## config.mk

```make
export PLATFORM = sky130hd
export DESIGN_NAME = pwm_duty_decoder
export DESIGN_NICKNAME = d
export VERILOG_FILES = /design/src/rtl/pwm_duty_decoder_pkg.sv /design/src/rtl/pwm_duty_decoder_channel.sv /design/src/rtl/pwm_duty_decoder.sv
export SDC_FILE = /design/constraint.sdc
export NUM_CORES = 1
export LEC_CHECK = 0
export ABC_AREA = 1
export BUFFER_PORTS_ARGS = -buffer_cell sky130_fd_sc_hd__buf_4
export CORE_MARGIN = 4
export CORE_UTILIZATION = 30
export CTS_BUF_LIST = sky130_fd_sc_hd__clkbuf_16
export DETAILED_ROUTE_END_ITERATION = 16
export SLEW_MARGIN = 30
export SYNTH_ARGS = -nofsm -noshare
export SYNTH_HDL_FRONTEND = slang
export SYNTH_SLANG_ARGS = --single-unit
```

## constraint.sdc

```tcl
create_clock -name clk -period 19.5 [get_ports clk]
set_input_delay 3.9 -clock clk [delete_from_list [all_inputs] [get_ports clk]]
set_output_delay 3.9 -clock clk [all_outputs]
set_load 0.005 [all_outputs]
```

## src/rtl/pwm_duty_decoder_pkg.sv

```systemverilog
// Shared constants, state encoding and helpers for the PWM duty decoder.
// Window length, level width and accumulator width live here.
package pwm_duty_decoder_pkg;

  localparam int PWM_PERIOD = 16;
  localparam int BRIGHT_W   = 4;
  localparam int ACC_W      = 5;
  localparam int WCNT_W     = 4;

  localparam logic [WCNT_W-1:0]   WCNT_LAST = WCNT_W'(PWM_PERIOD - 1);
  localparam logic [BRIGHT_W-1:0] LEVEL_MAX = '1;
  localparam logic [ACC_W-1:0]    ACC_FULL  = ACC_W'(PWM_PERIOD);

  typedef enum logic [1:0] {
    ST_IDLE = 2'd0,
    ST_ARM  = 2'd1,
    ST_RUN  = 2'd2
  } state_e;

  // A window that was high on every sample cannot be shown as 16 in 4 bits.
  function automatic logic [BRIGHT_W-1:0] sat_level(
    input logic [ACC_W-1:0] sum
  );
    logic [BRIGHT_W-1:0] lvl;
    if (sum >= ACC_FULL) begin
      lvl = LEVEL_MAX;
    end else begin
      lvl = sum[BRIGHT_W-1:0];
    end
    return lvl;
  endfunction

endpackage

```

## src/rtl/pwm_duty_decoder_channel.sv

```systemverilog
// One decoded PWM line: high-sample accumulator plus latched level/flags.
// The closing sample is folded in combinationally so no window edge is lost.
module pwm_duty_channel
  import pwm_duty_decoder_pkg::*;
(
  input  logic                clk,
  input  logic                rst,
  input  logic                i_sample,
  input  logic                i_clear,
  input  logic                i_close,
  input  logic                i_pwm,
  output logic [BRIGHT_W-1:0] o_level,
  output logic                o_changed,
  output logic                o_overrange
);

  logic [ACC_W-1:0]    r_acc;
  logic [BRIGHT_W-1:0] r_level;
  logic                r_changed;
  logic                r_overrange;

  logic [ACC_W-1:0]    w_sum;
  logic [BRIGHT_W-1:0] w_level;

  assign w_sum   = r_acc + ACC_W'(i_pwm);
  assign w_level = sat_level(w_sum);

  always_ff @(posedge clk or posedge rst) begin
    if (rst) begin
      r_acc <= '0;
    end else if (i_close || i_clear) begin
      r_acc <= '0;
    end else if (i_sample) begin
      r_acc <= w_sum;
    end
  end

  always_ff @(posedge clk or posedge rst) begin
    if (rst) begin
      r_level     <= '0;
      r_changed   <= 1'b0;
      r_overrange <= 1'b0;
    end else if (i_close) begin
      r_level     <= w_level;
      r_changed   <= (w_level != r_level);
      r_overrange <= (w_sum == ACC_FULL);
    end
  end

  assign o_level     = r_level;
  assign o_changed   = r_changed;
  assign o_overrange = r_overrange;

endmodule

```

## src/rtl/pwm_duty_decoder.sv

```systemverilog
// Recovers per-device 4-bit brightness from PWM lines over 16-clock windows.
// Holds the IDLE/ARM/RUN sequencer, window counter and valid pulse.
module pwm_duty_decoder
  import pwm_duty_decoder_pkg::*;
#(
  parameter int NUMBER_DEVICES = 16
) (
  input  logic                         clk,
  input  logic                         rst,
  input  logic                         enable,
  input  logic [NUMBER_DEVICES-1:0]    pwm_in,
  output logic [BRIGHT_W*NUMBER_DEVICES-1:0] brightness,
  output logic                         valid,
  output logic [NUMBER_DEVICES-1:0]    changed,
  output logic [NUMBER_DEVICES-1:0]    overrange
);

  state_e              r_state;
  state_e              w_state_nxt;
  logic [WCNT_W-1:0]   r_wcnt;
  logic                r_valid;

  logic w_run;
  logic w_sample;
  logic w_close;
  logic w_clear;

  assign w_run    = (r_state == ST_RUN);
  assign w_sample = w_run && enable;
  // A closing edge still completes even if enable has just dropped.
  assign w_close  = w_run && (r_wcnt == WCNT_LAST);
  assign w_clear  = !w_sample;

  always_ff @(posedge clk or posedge rst) begin
    if (rst) begin
      r_state <= ST_IDLE;
    end else begin
      r_state <= w_state_nxt;
    end
  end

  always_comb begin
    w_state_nxt = r_state;
    unique case (r_state)
      ST_IDLE: begin
        if (enable) w_state_nxt = ST_ARM;
      end
      ST_ARM: begin
        w_state_nxt = enable ? ST_RUN : ST_IDLE;
      end
      ST_RUN: begin
        if (!enable) w_state_nxt = ST_IDLE;
      end
      default: w_state_nxt = ST_IDLE;
    endcase
  end

  always_ff @(posedge clk or posedge rst) begin
    if (rst) begin
      r_wcnt <= '0;
    end else if (w_sample) begin
      r_wcnt <= r_wcnt + 1'b1;
    end else begin
      r_wcnt <= '0;
    end
  end

  always_ff @(posedge clk or posedge rst) begin
    if (rst) begin
      r_valid <= 1'b0;
    end else begin
      r_valid <= w_close;
    end
  end

  assign valid = r_valid;

  for (genvar g = 0; g < NUMBER_DEVICES; g++) begin : g_ch
    pwm_duty_channel u_ch (
      .clk         (clk),
      .rst         (rst),
      .i_sample    (w_sample),
      .i_clear     (w_clear),
      .i_close     (w_close),
      .i_pwm       (pwm_in[g]),
      .o_level     (brightness[BRIGHT_W*g +: BRIGHT_W]),
      .o_changed   (changed[g]),
      .o_overrange (overrange[g])
    );
  end

endmodule

```

Word level (Yosys, flattened, before mapping)
Index checks and enable logic that the tools add are counted.
Widths: inputs -> output; s select.
{"block": "classes", "n_addsub": 17, "magnitude_cmp": 16, "eq_ne": 37, "mux": 53, "reduce_logical": 7}
{"operator": "$mux 5", "n": 32}
{"operator": "$add 5x1->5", "n": 16}
{"operator": "$eq 5x5->1 const B", "n": 16}
{"operator": "$ge 5x5->1 const B", "n": 16}
{"operator": "$mux 4", "n": 17}
{"operator": "$ne 4x4->1", "n": 16}
{"operator": "$mux 2", "n": 3}
{"operator": "$pmux 2 s3", "n": 1}
{"operator": "$add 4x1->4 const B", "n": 1}
{"operator": "$eq 4x4->1 const B", "n": 1}
{"operator": "$ne 2x2->1 const B", "n": 2}
{"operator": "$eq 2x1->1 const B", "n": 1}
{"operator": "$eq 2x2->1 const B", "n": 1}
{"operator": "$logic_and 1x1->1", "n": 2}
{"operator": "$logic_not 2->1", "n": 1}
{"operator": "$reduce_and 2->1", "n": 1}
{"operator": "$reduce_bool 2->1", "n": 1}
{"operator": "$logic_not 1->1", "n": 1}
{"operator": "$logic_or 1x1->1", "n": 1}
{"block": "word_totals", "ff_bits": 183, "out_inout_bits": 97}

Longest topological paths before layout
{"block": "depth", "ltp_word": 5, "ltp_mapped": 12}

By module
From an unflattened synthesis, not the netlist that was laid out.
{"block": "unflattened", "hier_cells": 1343, "area_unflattened_um2": 10375.0}
{"module": "pwm_duty_channel at g_ch[10].u_ch ...", "instances": 15, "cells_each": 82, "area_each_um2": 630.6}
{"module": "pwm_duty_channel at g_ch[0].u_ch", "instances": 1, "cells_each": 80, "area_each_um2": 615.6}
{"module": "pwm_duty_decoder", "instances": 1, "cells_each": 33, "area_each_um2": 300.3}

Worst setup path before layout
Ideal clock, no wire load.
{"block": "synth_timing", "path_type": "input to register", "from": "in pwm_in[14]", "to": "reg g_ch[14].u_ch.r_changed", "setup_time_ns": 0.116, "t_arrival_ns": 5.014, "required_time_ns": 19.384, "setup_slack_ns": 14.369, "path_stages": 12, "path_buffers": 0, "path_cell_list": "ha_1 -> ha_1 -> nand3_1 -> nand2_1 -> nand2_1 -> nand2_1 -> nand2_1 -> nand2_1 -> nor2_1 -> nand2_1 -> nand2_1 -> nand2_1"}
{"block": "synth_via", "elab_chain_len": 4}
{"element": "start: declaration", "line_no": "pwm_duty_decoder.sv:11", "source": "input logic [NUMBER_DEVICES-1:0] pwm_in,"}
{"element": "$add 5x1->5 (*)", "line_no": "pwm_duty_decoder_channel.sv:25", "source": "assign w_sum = r_acc + ACC_W'(i_pwm);"}
{"element": "$ge 5x5->1", "line_no": "pwm_duty_decoder_pkg.sv:25", "source": "if (sum >= ACC_FULL) begin"}
{"element": "$mux 4 (*)", "line_no": "pwm_duty_decoder_pkg.sv:25"}
{"element": "$ne 4x4->1 (*)", "line_no": "pwm_duty_decoder_channel.sv:45", "source": "r_changed <= (w_level != r_level);"}
{"element": "end signal: assignment", "line_no": "pwm_duty_decoder_channel.sv:45"}
{"element": "end: declaration", "line_no": "pwm_duty_decoder_channel.sv:19", "source": "logic r_changed;"}
Mark *: on every way between the ends. The rest lies on a longest branch, timed or not.
A chain may end at the register's enable or synchronous reset.

Worst setup path in the final report
{"block": "layout_timing", "from": "in pwm_in[7]", "to": "reg g_ch[7].u_ch.r_changed"}
{"block": "layout_via", "elab_chain_len": 4}
{"element": "$add 5x1->5 (*)", "line_no": "pwm_duty_decoder_channel.sv:25"}
{"element": "$ge 5x5->1", "line_no": "pwm_duty_decoder_pkg.sv:25"}
{"element": "$mux 4 (*)", "line_no": "pwm_duty_decoder_pkg.sv:25"}
{"element": "$ne 4x4->1 (*)", "line_no": "pwm_duty_decoder_channel.sv:45"}
{"element": "end signal: assignment", "line_no": "pwm_duty_decoder_channel.sv:45"}
{"element": "end: declaration", "line_no": "pwm_duty_decoder_channel.sv:19"}
Marked as above.

==> results.sh <==
export IMPL_status="complete, no violations"
export IMPL_cap_violations=0
export IMPL_tightestPinTransition_ns=0.808
export IMPL_yosysMostFrequentCell="nand2_1"
export IMPL_p_per_area_mw_per_mm2=68.6
export IMPL_finalMaxSlewViolations=0
export IMPL_grt_pass1_vias=7957
export IMPL_fin_ws_ns=14.46
export IMPL_grt_start_max_net_pins=112
export IMPL_start_kind="input pin"
export IMPL_ys_warn_count=0
export IMPL_fp_coreArea_mm2=0.0317
export IMPL_antenna_cells=0
export IMPL_synth_nets=1281
export IMPL_die_y_um=188
export IMPL_area_growth_pct=16.4
export IMPL_initial_utilization=0.306
export IMPL_drt_antenna_violating_nets=0
export IMPL_synthCells=1229
export IMPL_peakVddDrop_uv=53.4
export IMPL_synth_area_per_cell_um2=7.90
export IMPL_drc=0
export IMPL_hold_depth=1
export IMPL_wl_per_cell_um=12.4
export IMPL_gp_congestion=0.781
export IMPL_viasPerCell=4.64
export IMPL_cts_setup_buffers=0
export IMPL_place_ws_ns=13.83
export IMPL_synth_area_mm2=0.00971
export IMPL_synth_largest_area_cell="dfrtp_1"
export IMPL_synthFlopType="dfrtp_1"
export IMPL_drt_initial_drc_count=303
export IMPL_die_area_mm2=0.0353
export IMPL_ios=116
export IMPL_hold_path_class="reg2reg"
export IMPL_slew_headroom=0.461
export IMPL_dr_pass1_iters=5
export IMPL_end_kind="flip-flop"
export IMPL_synth_top_area_frac=0.472
export IMPL_async_flop_share=1.00
export IMPL_hold_buffers=0
export IMPL_synth_common_cells="nand2_1, dfrtp_1, inv_1"
export IMPL_ys_seq_area_frac=0.472
export IMPL_layout_nets=1359
export IMPL_ys_ff_latch=183
export IMPL_period_minus_slack_ns=5.04
export IMPL_cts_tree="yes"
export IMPL_rsz0062_at_grt="false"
export IMPL_cts_resized=0
export IMPL_grt_pass1_wl_um=37300
export IMPL_total_power_uw=776
export IMPL_row_count=65
export IMPL_synthTopCellsByArea="dfrtp_1, nand2_1, nand3_1"
export IMPL_r2r_cells=7
export IMPL_p_leak_nw=5.75
export IMPL_routed_wl_um=21400
export IMPL_fin_crit_sh=0.258
export IMPL_synth_cell_types=23
export IMPL_dr_total_vias=7986
export IMPL_worstSkewPairLatency_ns=0.44
export IMPL_cts_buffer_depth=2
export IMPL_gr_total_overflow=0
export IMPL_max_freq_mhz=198
export IMPL_synth_edff_count=0
export IMPL_port_buffers=115
export IMPL_clock_root_buffer="clkbuf_16"
export IMPL_path_max_fanout=8
export IMPL_place_inst=1689
export IMPL_clkTransAtPathRegs_ns=0.07
export IMPL_grt_antenna_before_repair=0
export IMPL_critPathRequiredTime_ns=19.83
export IMPL_h_tree_depth=4
export IMPL_fin_hold_ws_ns=0.457
export IMPL_instances_no_fill=1722
export IMPL_arrival_ns=5.36
export IMPL_clock_sinks=183
export IMPL_clock_skew_ns=0.0138
export IMPL_setup_viol=0
export IMPL_drive_gt1_frac=0.152
export IMPL_place_hpwl_um=14600
export IMPL_crit_type="in2reg"
export IMPL_hold_violations=0
export IMPL_grt_use_total=0.125
export IMPL_fin_tns_setup_ns=0
export IMPL_numCtsBuffers=17
export IMPL_die_x_um=188
==> layout by cell type, fill, tap and decap left out, types with 2 or more instances in the layout <==
cell type  synthesis  final
o31ai_1            8      8
clkbuf_16          0     17
o21ai_0           37     37
xnor2_1           12     12
bufinv_16          0      3
ha_1              33     33
inv_1            142    141
nand2_1          379    379
nand2_2           21     20
clkinv_4           0      4
nand4_1           64     64
nor2_1           117    117
dfrtp_1          183    183
inv_6              0      3
buf_4             33    118
o31ai_2            8      8
o21ai_2           17     17
inv_2              2      2
a21oi_1            3      3
clkinv_2           0      3
o21ai_1           12     12
nand3_1          129    129
==> report_power, final <==
part / internal, mW / total, mW / leakage (nW) / switching [mW]
logic: 0.00973 / 0.0329 / 3.41 / 0.0232
registers: 0.381 / 0.382 / 2.05 / 0.000835
clock network: 0.203 / 0.361 / 0.295 / 0.158
==> area by class of cell <==
class / count / area, um2
inverters: 144 / 548
multi-input cells: 841 / 4160
clock inverters: 15 / 178
fillers: 3294 / 20400
repair buffers: 120 / 917
flip-flops and latches: 183 / 4580
clock buffers: 17 / 425
well taps: 402 / 503
==> worst max-delay path, cell delays in order <==
cell	delay, ns
buf_4	0.13
ha_1	0.22
ha_1	0.24
nand3_1	0.10
nand2_1	0.05
nand2_1	0.21
nand2_1	0.12
nand2_1	0.08
nand2_1	0.06
nor2_1	0.08
nand2_1	0.06
nand2_1	0.06
nand2_1	0.05
==> sequential cells by signal, summed over array words and instances (netlist names) <==
signal / count
g_ch.u_ch.o_overrange: 16
r_wcnt: 4
g_ch.u_ch.r_acc: 80
r_state: 2
g_ch.u_ch.o_changed: 16
g_ch.u_ch.o_level: 64
valid: 1
==> final timing paths <==
check	from	to	slack (ns)
setup / recovery	pwm_in[7]	g_ch[7].u_ch.o_changed	14.46
hold / removal	r_wcnt[0]	r_wcnt[0]	0.46
setup reg to reg	r_wcnt[0]	g_ch[10].u_ch.o_level[2]	17.02
hold reg to reg	r_wcnt[0]	r_wcnt[0]	0.46
max in group asynchronous	rst	g_ch[6].u_ch.o_overrange	14.80
min in group asynchronous	rst	g_ch[1].u_ch.o_changed	3.57
==> layer usage <==
layer / wire [um] / GRT usage
met5: 0 / 0
met4: 246 / 0.0359
met3: 671 / 0.0274
met2: 10500 / 0.223
met1: 9980 / 0.152
==> metrics by stage <==
stage	instance area, um2	utilization
6_report	11300	0.356
5_1_grt	11300	0.356
4_1_cts	11300	0.355
3_5_place_dp	10700	0.336
3_3_place_gp	10700	0.336
2_1_floorplan	9710	-
==> cell families after synthesis <==
family / Yosys count / share of synthesized area
AO/OA/AOI/OAI: 85 / 0.0586
XOR/XNOR: 12 / 0.0108
adder cells (fa/ha/maj): 33 / 0.0425
buffers and inverters: 205 / 0.103
flip-flops: 183 / 0.472
AND/OR/NAND/NOR: 711 / 0.314
Note: power is estimated with default switching activity, not from simulation.
